## config.mk

```make
export PLATFORM = sky130hd
export DESIGN_NAME = uart_perif_regs
export DESIGN_NICKNAME = d
export VERILOG_FILES = /design/src/rtl/uart_pkg.sv /design/src/rtl/uart_baud_tick.sv /design/src/rtl/uart_perif_regs.sv
export SDC_FILE = /design/constraint.sdc
export NUM_CORES = 1
export LEC_CHECK = 0
export ABC_AREA = 0
export CAP_MARGIN = 10
export CORE_ASPECT_RATIO = 1.25
export CORE_MARGIN = 2
export CORE_UTILIZATION = 35
export DETAILED_ROUTE_END_ITERATION = 8
export SYNTH_ARGS = -nofsm -noshare
export SYNTH_HDL_FRONTEND = slang
export SYNTH_SLANG_ARGS = --single-unit
```

## constraint.sdc

```tcl
create_clock -name clk_i -period 2.8 [get_ports clk_i]
set_input_delay 0.28 -clock clk_i [delete_from_list [all_inputs] [get_ports clk_i]]
set_output_delay 0.28 -clock clk_i [all_outputs]
set_load 0.05 [all_outputs]
```

## src/rtl/uart_pkg.sv

```systemverilog
// rtl/uart_pkg.sv - shared types, register map and divider helper for the UART peripheral
package uart_pkg;

    typedef enum logic [1:0] {TX_IDLE, TX_START, TX_DATA, TX_STOP} tx_state_t;
    typedef enum logic [1:0] {RX_IDLE, RX_START, RX_DATA, RX_STOP} rx_state_t;

    localparam logic REG_CTRL = 1'b0;
    localparam logic REG_DATA = 1'b1;

    localparam int CTRL_SEND_BIT   = 0;
    localparam int CTRL_NEW_RX_BIT = 1;
    localparam int CTRL_OVR_BIT    = 2;

    function automatic int tick_div(input int clk, input int baud, input int os);
        return clk / (baud * os);
    endfunction

endpackage

```

## src/rtl/uart_baud_tick.sv

```systemverilog
// rtl/uart_baud_tick.sv - free-running divider emitting a one-cycle oversample tick
module uart_baud_tick #(
    parameter int DIV = 10
) (
    input  logic clk,
    input  logic reset,
    output logic tick
);
    localparam int W = (DIV > 1) ? $clog2(DIV) : 1;
    localparam logic [W-1:0] LAST = W'(DIV - 1);

    logic [W-1:0] cnt;

    assign tick = (cnt == LAST);

    always_ff @(posedge clk) begin
        if (reset || tick) begin
            cnt <= '0;
        end else begin
            cnt <= cnt + W'(1);
        end
    end
endmodule

```

## src/rtl/uart_perif_regs.sv

```systemverilog
// rtl/uart_perif_regs.sv - register-mapped 8N1 UART TX/RX; overrun flag built only with UART_OVERRUN_EN
module uart_perif_regs
    import uart_pkg::*;
#(
    parameter int CLK_FREQ   = 100_000_000,
    parameter int BAUD       = 9600,
    parameter int OVERSAMPLE = 16
) (
    input  logic        clk_i,
    input  logic        reset_i,
    input  logic        wr_i,
    input  logic        reg_sel_i,
    input  logic [31:0] entrada_i,
    output logic [31:0] salida_o,
    input  logic        rx_i,
    output logic        tx_o
);
    localparam int TICK_DIV = tick_div(CLK_FREQ, BAUD, OVERSAMPLE);
    localparam int OSW = (OVERSAMPLE > 1) ? $clog2(OVERSAMPLE) : 1;
    localparam logic [OSW-1:0] OS_LAST = OSW'(OVERSAMPLE - 1);
    localparam logic [OSW-1:0] OS_HALF = OSW'(OVERSAMPLE / 2 - 1);

    logic           tick;
    logic           send, new_rx, ovr;
    logic [7:0]     tx_data, tx_shift, rx_data, rx_shift;
    tx_state_t      tx_state;
    rx_state_t      rx_state;
    logic [OSW-1:0] tx_ticks, rx_ticks;
    logic [2:0]     tx_bits, rx_bits;
    logic           rx_meta, rx_sync;
    logic           wr_ctrl, tx_done, rx_good;
    logic           unused_bits;

    uart_baud_tick #(.DIV(TICK_DIV)) u_tick (
        .clk   (clk_i),
        .reset (reset_i),
        .tick  (tick)
    );

    assign wr_ctrl     = wr_i && (reg_sel_i == REG_CTRL);
    assign tx_done     = (tx_state == TX_STOP) && tick && (tx_ticks == OS_LAST);
    assign rx_good     = (rx_state == RX_STOP) && tick && (rx_ticks == OS_LAST) && rx_sync;
    assign unused_bits = ^entrada_i[31:8];
    assign salida_o    = (reg_sel_i == REG_DATA) ? {24'b0, rx_data} : {29'b0, ovr, new_rx, send};

    always_ff @(posedge clk_i) begin
        if (reset_i) begin
            tx_state <= TX_IDLE;
            tx_o     <= 1'b1;
            tx_shift <= '0;
            tx_ticks <= '0;
            tx_bits  <= '0;
        end else begin
            case (tx_state)
                TX_IDLE: begin
                    tx_o <= 1'b1;
                    if (send) begin
                        tx_shift <= tx_data;
                        tx_bits  <= '0;
                        tx_ticks <= '0;
                        tx_o     <= 1'b0;
                        tx_state <= TX_START;
                    end
                end
                TX_START: if (tick) begin
                    if (tx_ticks == OS_LAST) begin
                        tx_ticks <= '0;
                        tx_o     <= tx_shift[0];
                        tx_state <= TX_DATA;
                    end else tx_ticks <= tx_ticks + OSW'(1);
                end
                TX_DATA: if (tick) begin
                    if (tx_ticks == OS_LAST) begin
                        tx_ticks <= '0;
                        if (tx_bits == 3'd7) begin
                            tx_o     <= 1'b1;
                            tx_state <= TX_STOP;
                        end else begin
                            tx_bits  <= tx_bits + 3'd1;
                            tx_shift <= {1'b0, tx_shift[7:1]};
                            tx_o     <= tx_shift[1];
                        end
                    end else tx_ticks <= tx_ticks + OSW'(1);
                end
                TX_STOP: if (tick) begin
                    if (tx_ticks == OS_LAST) tx_state <= TX_IDLE;
                    else tx_ticks <= tx_ticks + OSW'(1);
                end
                default: tx_state <= TX_IDLE;
            endcase
        end
    end

    // START waits half a bit so every later sample lands mid-bit
    always_ff @(posedge clk_i) begin
        if (reset_i) begin
            rx_meta  <= 1'b1;
            rx_sync  <= 1'b1;
            rx_state <= RX_IDLE;
            rx_ticks <= '0;
            rx_bits  <= '0;
            rx_shift <= '0;
            rx_data  <= '0;
        end else begin
            rx_meta <= rx_i;
            rx_sync <= rx_meta;
            case (rx_state)
                RX_IDLE: if (!rx_sync) begin
                    rx_ticks <= '0;
                    rx_state <= RX_START;
                end
                RX_START: if (tick) begin
                    if (rx_ticks == OS_HALF) begin
                        rx_ticks <= '0;
                        rx_bits  <= '0;
                        rx_state <= rx_sync ? RX_IDLE : RX_DATA;
                    end else rx_ticks <= rx_ticks + OSW'(1);
                end
                RX_DATA: if (tick) begin
                    if (rx_ticks == OS_LAST) begin
                        rx_ticks <= '0;
                        rx_shift <= {rx_sync, rx_shift[7:1]};
                        if (rx_bits == 3'd7) rx_state <= RX_STOP;
                        else rx_bits <= rx_bits + 3'd1;
                    end else rx_ticks <= rx_ticks + OSW'(1);
                end
                RX_STOP: if (tick) begin
                    if (rx_ticks == OS_LAST) begin
                        rx_state <= RX_IDLE;
                        if (rx_sync) rx_data <= rx_shift;
                    end else rx_ticks <= rx_ticks + OSW'(1);
                end
                default: rx_state <= RX_IDLE;
            endcase
        end
    end

    // Hardware events take priority over software clears of the same flag
    always_ff @(posedge clk_i) begin
        if (reset_i) begin
            send    <= 1'b0;
            new_rx  <= 1'b0;
            tx_data <= '0;
        end else begin
            if (wr_i && (reg_sel_i == REG_DATA)) tx_data <= entrada_i[7:0];
            if (wr_ctrl && entrada_i[CTRL_SEND_BIT]) send <= 1'b1;
            else if (tx_done) send <= 1'b0;
            if (wr_ctrl) new_rx <= entrada_i[CTRL_NEW_RX_BIT];
            if (rx_good) new_rx <= 1'b1;
        end
    end

`ifdef UART_OVERRUN_EN
    always_ff @(posedge clk_i) begin
        if (reset_i) begin
            ovr <= 1'b0;
        end else begin
            if (wr_ctrl) ovr <= entrada_i[CTRL_OVR_BIT];
            if (rx_good && new_rx) ovr <= 1'b1;
        end
    end
`else
    assign ovr = 1'b0;
`endif

endmodule

```

======== Word-level counts from Yosys, hierarchy flattened ========
Index checks and enable logic that the tools add are counted.
cells by class
  $add $sub $neg .......................... 5
  bitwise operators ....................... 1
  muxes and demuxes ....................... 61
  reduce and logical (&&, ||, !) cells .... 26
  equality and inequality tests ........... 33
operators with widths
  cell                     number
  $mux W4                  12
  $mux W8                  5
  $ne A2 B2 Y1 const B     18
  $mux W2                  17
  $mux W3                  9
  $pmux W2 S4              2
  $pmux W4 S4              1
  $pmux W8 S2              1
  $reduce_and A8 Y1        2
  $reduce_and A5 Y1        3
  $pmux W3 S2              2
  $pmux W4 S3              1
  $add A10 B1 Y10 const B  1
  $eq A10 B10 Y1 const B   1
  $mux W1                  10
  $add A4 B1 Y4 const B    2
  $eq A2 B2 Y1 const B     4
  $eq A4 B4 Y1 const B     2
  $logic_and A1 B1 Y1      8
  $reduce_and A4 Y1        2
  $reduce_bool A2 Y1       4
  $add A3 B1 Y3 const B    2
  $eq A3 B3 Y1 const B     2
  $ne A2 B1 Y1 const B     3
  10 further kinds         12
storage, ports and cells
  register bits ........................... 65
  input bits .............................. 37
  output and inout port bits .............. 33
  logic and storage cells ................. 142

======== Depth between registers and ports, before layout ========
  depth after elaboration ................. 5
  gate-level depth with buffers ........... 9

======== Hierarchy ========
From an unflattened synthesis, not the netlist that was laid out.
second synthesis, totals
  cells, all modules ...................... 370
  area total of the unflattened synthesis .. 3269.4 um2
modules (own cells, without submodules)
  module           sequential area each (um2)  instances  area each (um2)  cells each
  uart_perif_regs  1101.1                      1          2812.7           320
  uart_baud_tick   200.2                       1          456.7            50

======== Worst setup path after synthesis ========
Ideal clock, no wire load.
  kind .................................... register to register
  start ................................... reg u_tick.cnt[0]
  end ..................................... reg rx_ticks[3]
  setup slack ............................. 0.735 ns
  stages on the path, launching flop included .. 9
  arrival time ............................ 1.932 ns
  period minus slack after synthesis ...... 2.065 ns
  cell sequence ........................... dfxtp_1 -> inv_1 -> ha_1 -> nand4bb_1 -> or3_1 -> buf_2 -> or4_1 -> o311ai_1 -> a21oi_1
between the ends
  cells in the longest elaborated chain, start to end .. 3
RTL lines
  item                             RTL line                RTL
  start: declaration               uart_baud_tick.sv:12    logic [W-1:0] cnt;
  start signal: assignment         uart_baud_tick.sv:20    cnt <= cnt + W'(1);
  $eq A10 B10 Y1 (*)               uart_baud_tick.sv:14    assign tick = (cnt == LAST);
  $ne A2 B2 Y1 (no line)           --
  $reduce_and A5 Y1 (no line) (*)  --
  end signal: assignment           uart_perif_regs.sv:117  end else rx_ticks <= rx_ticks + OSW'(1);
  end signal: assignment           uart_perif_regs.sv:125  end else rx_ticks <= rx_ticks + OSW'(1);
  end signal: assignment           uart_perif_regs.sv:131  end else rx_ticks <= rx_ticks + OSW'(1);
  end: declaration                 uart_perif_regs.sv:28   logic [OSW-1:0] tx_ticks, rx_ticks;
Mark *: on every way between the ends. The rest lies on a longest branch, timed or not.
A chain may end at the register's enable or synchronous reset.

======== Final worst setup path ========
  start ................................... reg u_tick.cnt[0]
  end ..................................... reg rx_shift[1]
between the ends
  cells in the longest elaborated chain, start to end .. 2
RTL lines
  item                         RTL line                RTL
  $eq A10 B10 Y1               uart_baud_tick.sv:14
  $reduce_and A3 Y1 (no line)  --
  end signal: assignment       uart_perif_regs.sv:122  rx_shift <= {rx_sync, rx_shift[7:1]};
  end: declaration             uart_perif_regs.sv:25   logic [7:0] tx_data, tx_shift, rx_data, rx_shift;
No other way between the ends.

==> impl_metrics.py <==
metrics = {
    "route": {
        "wirelength_mm": 6.29,
        "drt_first_pass_iters": 4,
        "wl_per_cell_um": 11.9,
        "drc": 0,
        "routed_via_density": 4.90,
        "initialDrtViolationCount": 101,
        "antenna_left": 0,
        "vias": 2583,
    },
    "global_routing": {
        "antenna_found_initial": 0,
        "grt_max_degree": 38,
        "grt_pass1_vias": 2466,
        "grt_pass1_wl_mm": 11.2,
        "grt_use_total_pct": 13.5,
        "overflow": 0,
    },
    "floorplanning": {
        "die_h_um": 112,
        "io_pins": 70,
        "die_width_um": 90.7,
        "die-area_mm2": 0.0102,
        "num_rows": 39,
        "start_util_pct": 36.1,
        "coreArea_mm2": 0.00913,
    },
    "synth": {
        "ys_seq_area_share_pct": 39.5,
        "synthCells": 378,
        "syn_area_mm2": 0.00329,
        "synth-main-ff-cell": "dfxtp_1",
        "synth_area_per_cell_um2": 8.71,
        "synth_edf_count": 0,
        "yosys_warnings": 0,
        "synth_cell_type_count": 52,
        "yosys_register_bits": 65,
        "async_flop_share_pct": 0,
    },
    "worst_setup_path": {
        "critPathCaptureType": "flip-flop",
        "critPathMaxFanout": 8,
        "worstPathArrival_ns": 2.54,
        "startpoint_type": "flip-flop",
        "crit_required_ns": 3.01,
        "path_class": "reg2reg",
    },
    "sta": {
        "fmax_mhz": 429,
        "tightest_slew_ns": 0.558,
        "tns_ns": 0,
        "hold_viol": 0,
        "min_period_over_period_pct": 83.2,
        "min_period_ns": 2.33,
        "rsz0062_at_grt": "no",
        "max-slew-margin-rel_pct": 62.7,
        "fin_skew_ns": 0.00564,
        "drv_slew": 0,
        "setup_violations": 0,
        "setup_slack_ns": 0.471,
    },
    "finish": {
        "drive_gt1_share_pct": 8.91,
        "syn2layout_area_growth_pct": 16.3,
        "antennaDiodeCount": 0,
        "nets": 449,
    },
    "run": {
        "maxCapViolCount": 0,
    },
    "clock_network": {
        "cts_hold_buffers": 0,
        "clock_sink_count": 65,
        "clk_pin_slew_worst_paths_ns": 0.06,
        "htreeDepth": 3,
        "clk_path_buf_depth": 2,
        "cts_inserted_buffers": 9,
        "cts_resized": 0,
        "cts_tree": "yes",
        "clkLatencyLatePin_ns": 0.33,
        "post_cts_buffers": 0,
        "root_buffer": "clkbuf_16",
    },
    "power": {
        "finalPower_mw": 2.56,
        "p_per_area_mw_per_mm2": 668,
        "ir_drop_v": 0.000377,
        "p_leak_nw": 1.41,
    },
    "min_path": {
        "min_path_type": "in2reg",
    },
    "place": {
        "hpwl_mm": 4.41,
        "dp_slack_ns": 0.450,
        "gp_congestion": 0.745,
        "port_buffers": 21,
    },
    "outcome": {
        "outcome": "complete, no violations",
    },
}
[cell type report]
type	count	area (µm²)
Multi-Input combinational cell	281	1770
Timing Repair Buffer	28	258
Clock inverter	6	48.8
Fill cell	917	5300
Tap cell	123	154
Inverter	14	52.6
Sequential cell	65	1300
Clock buffer	10	239
[Yosys cell counts (3+ instances only)]
master	number	area, µm²
dfxtp_1	65	1300
a21oi_1	29	145
nand4_1	5	31.3
o21ai_0	9	45.0
mux2i_1	23	230
nor3_1	6	30.0
xnor2_1	5	43.8
inv_1	14	52.6
or2_2	3	18.8
nor2_1	44	165
and2_1	6	37.5
ha_1	13	163
buf_4	25	188
nor2b_1	6	37.5
o211ai_1	3	22.5
nand2_1	21	78.8
clkbuf_1	14	52.6
nand2b_1	9	56.3
a221o_1	8	80.1
xor2_1	4	35.0
nand3_1	26	130
[layout by cell type, fill, tap and decap left out, types with 4 or more instances in the layout]
master / instances
a21oi_1: 29
a221o_1: 8
and2_1: 6
buf_4: 7
clkbuf_16: 9
clkdlybuf4s50_1: 20
conb_1: 24
dfxtp_1: 65
ha_1: 13
inv_1: 14
mux2i_1: 23
nand2_1: 21
nand2b_1: 9
nand3_1: 26
nand4_1: 5
nor2_1: 44
nor2b_1: 6
nor3_1: 6
o21ai_0: 9
xnor2_1: 5
xor2_1: 4
[state kept, by name, summed over array words and instances, names as in the netlist, 2 cells and up, named ones only]
name and flops:
rx_data 8, rx_bits 3, rx_ticks 4, tx_ticks 4, u_tick.cnt 10, rx_shift 8, tx_shift 8, tx_state 2
tx_bits 3, tx_data 8
[kinds of logic after synthesis]
kind of cell               count (synthesis)  synth area share [%]
AOI/OAI and AO/OA                         67                  13.4
xor gates and xnor gates                   9                  2.40
adders and majority gates                 13                  4.94
buffers and inverters                     55                  9.16
DFF                                       65                  39.5
muxes                                     25                  7.68
other                                      1                 0.114
and+or+nand+nor                          143                  22.8
[report_power, final]
part / leakage (nW) / internal [mW] / switching, mW
registers: 0.526 / 0.956 / 0.0269
logic: 0.755 / 0.174 / 0.326
clock network: 0.132 / 0.632 / 0.442
total: 1.41 / 1.76 / 0.795
[stage by stage]
stage	std cells	hold WS [ns]	utilization (%)	cell area, µm²
after floorplan	401	0.384	-	3380
after global placement	511	0.397	38.8	3540
after detailed placement	511	0.405	38.8	3540
after CTS	527	0.298	41.9	3830
after global routing	527	0.330	41.9	3830
final	527	0.303	41.9	3830
[layer usage]
metal	global-route usage [%]	wire length (µm)	up-vias
met4	5.95	130	0
met2	22.8	3090	34
met5	0	0	-
met3	3.76	191	9
li1	-	-	1319
met1	16.0	2870	1221
[worst max-delay path, cell delays in order (launching register included)]
cell and delay, ns:
dfxtp_1 0.35, inv_1 0.07, ha_1 0.14, nand4bb_1 0.26, or3_1 0.59, nor3_4 0.50, mux2i_1 0.24, nor2_1 0.06
[path summary, 6_finish.rpt]
check / slack, ns / to / from / cells past startpoint
min reg2reg: 0.42 / rx_sync / rx_meta / 1
max: 0.47 / rx_shift[1] / u_tick.cnt[0] / 7
max reg2reg: 0.47 / rx_shift[1] / u_tick.cnt[0] / 7
min: 0.30 / tx_state[1] / reset_i / 2
No activity file was read; power rests on OpenSTA's default activity.
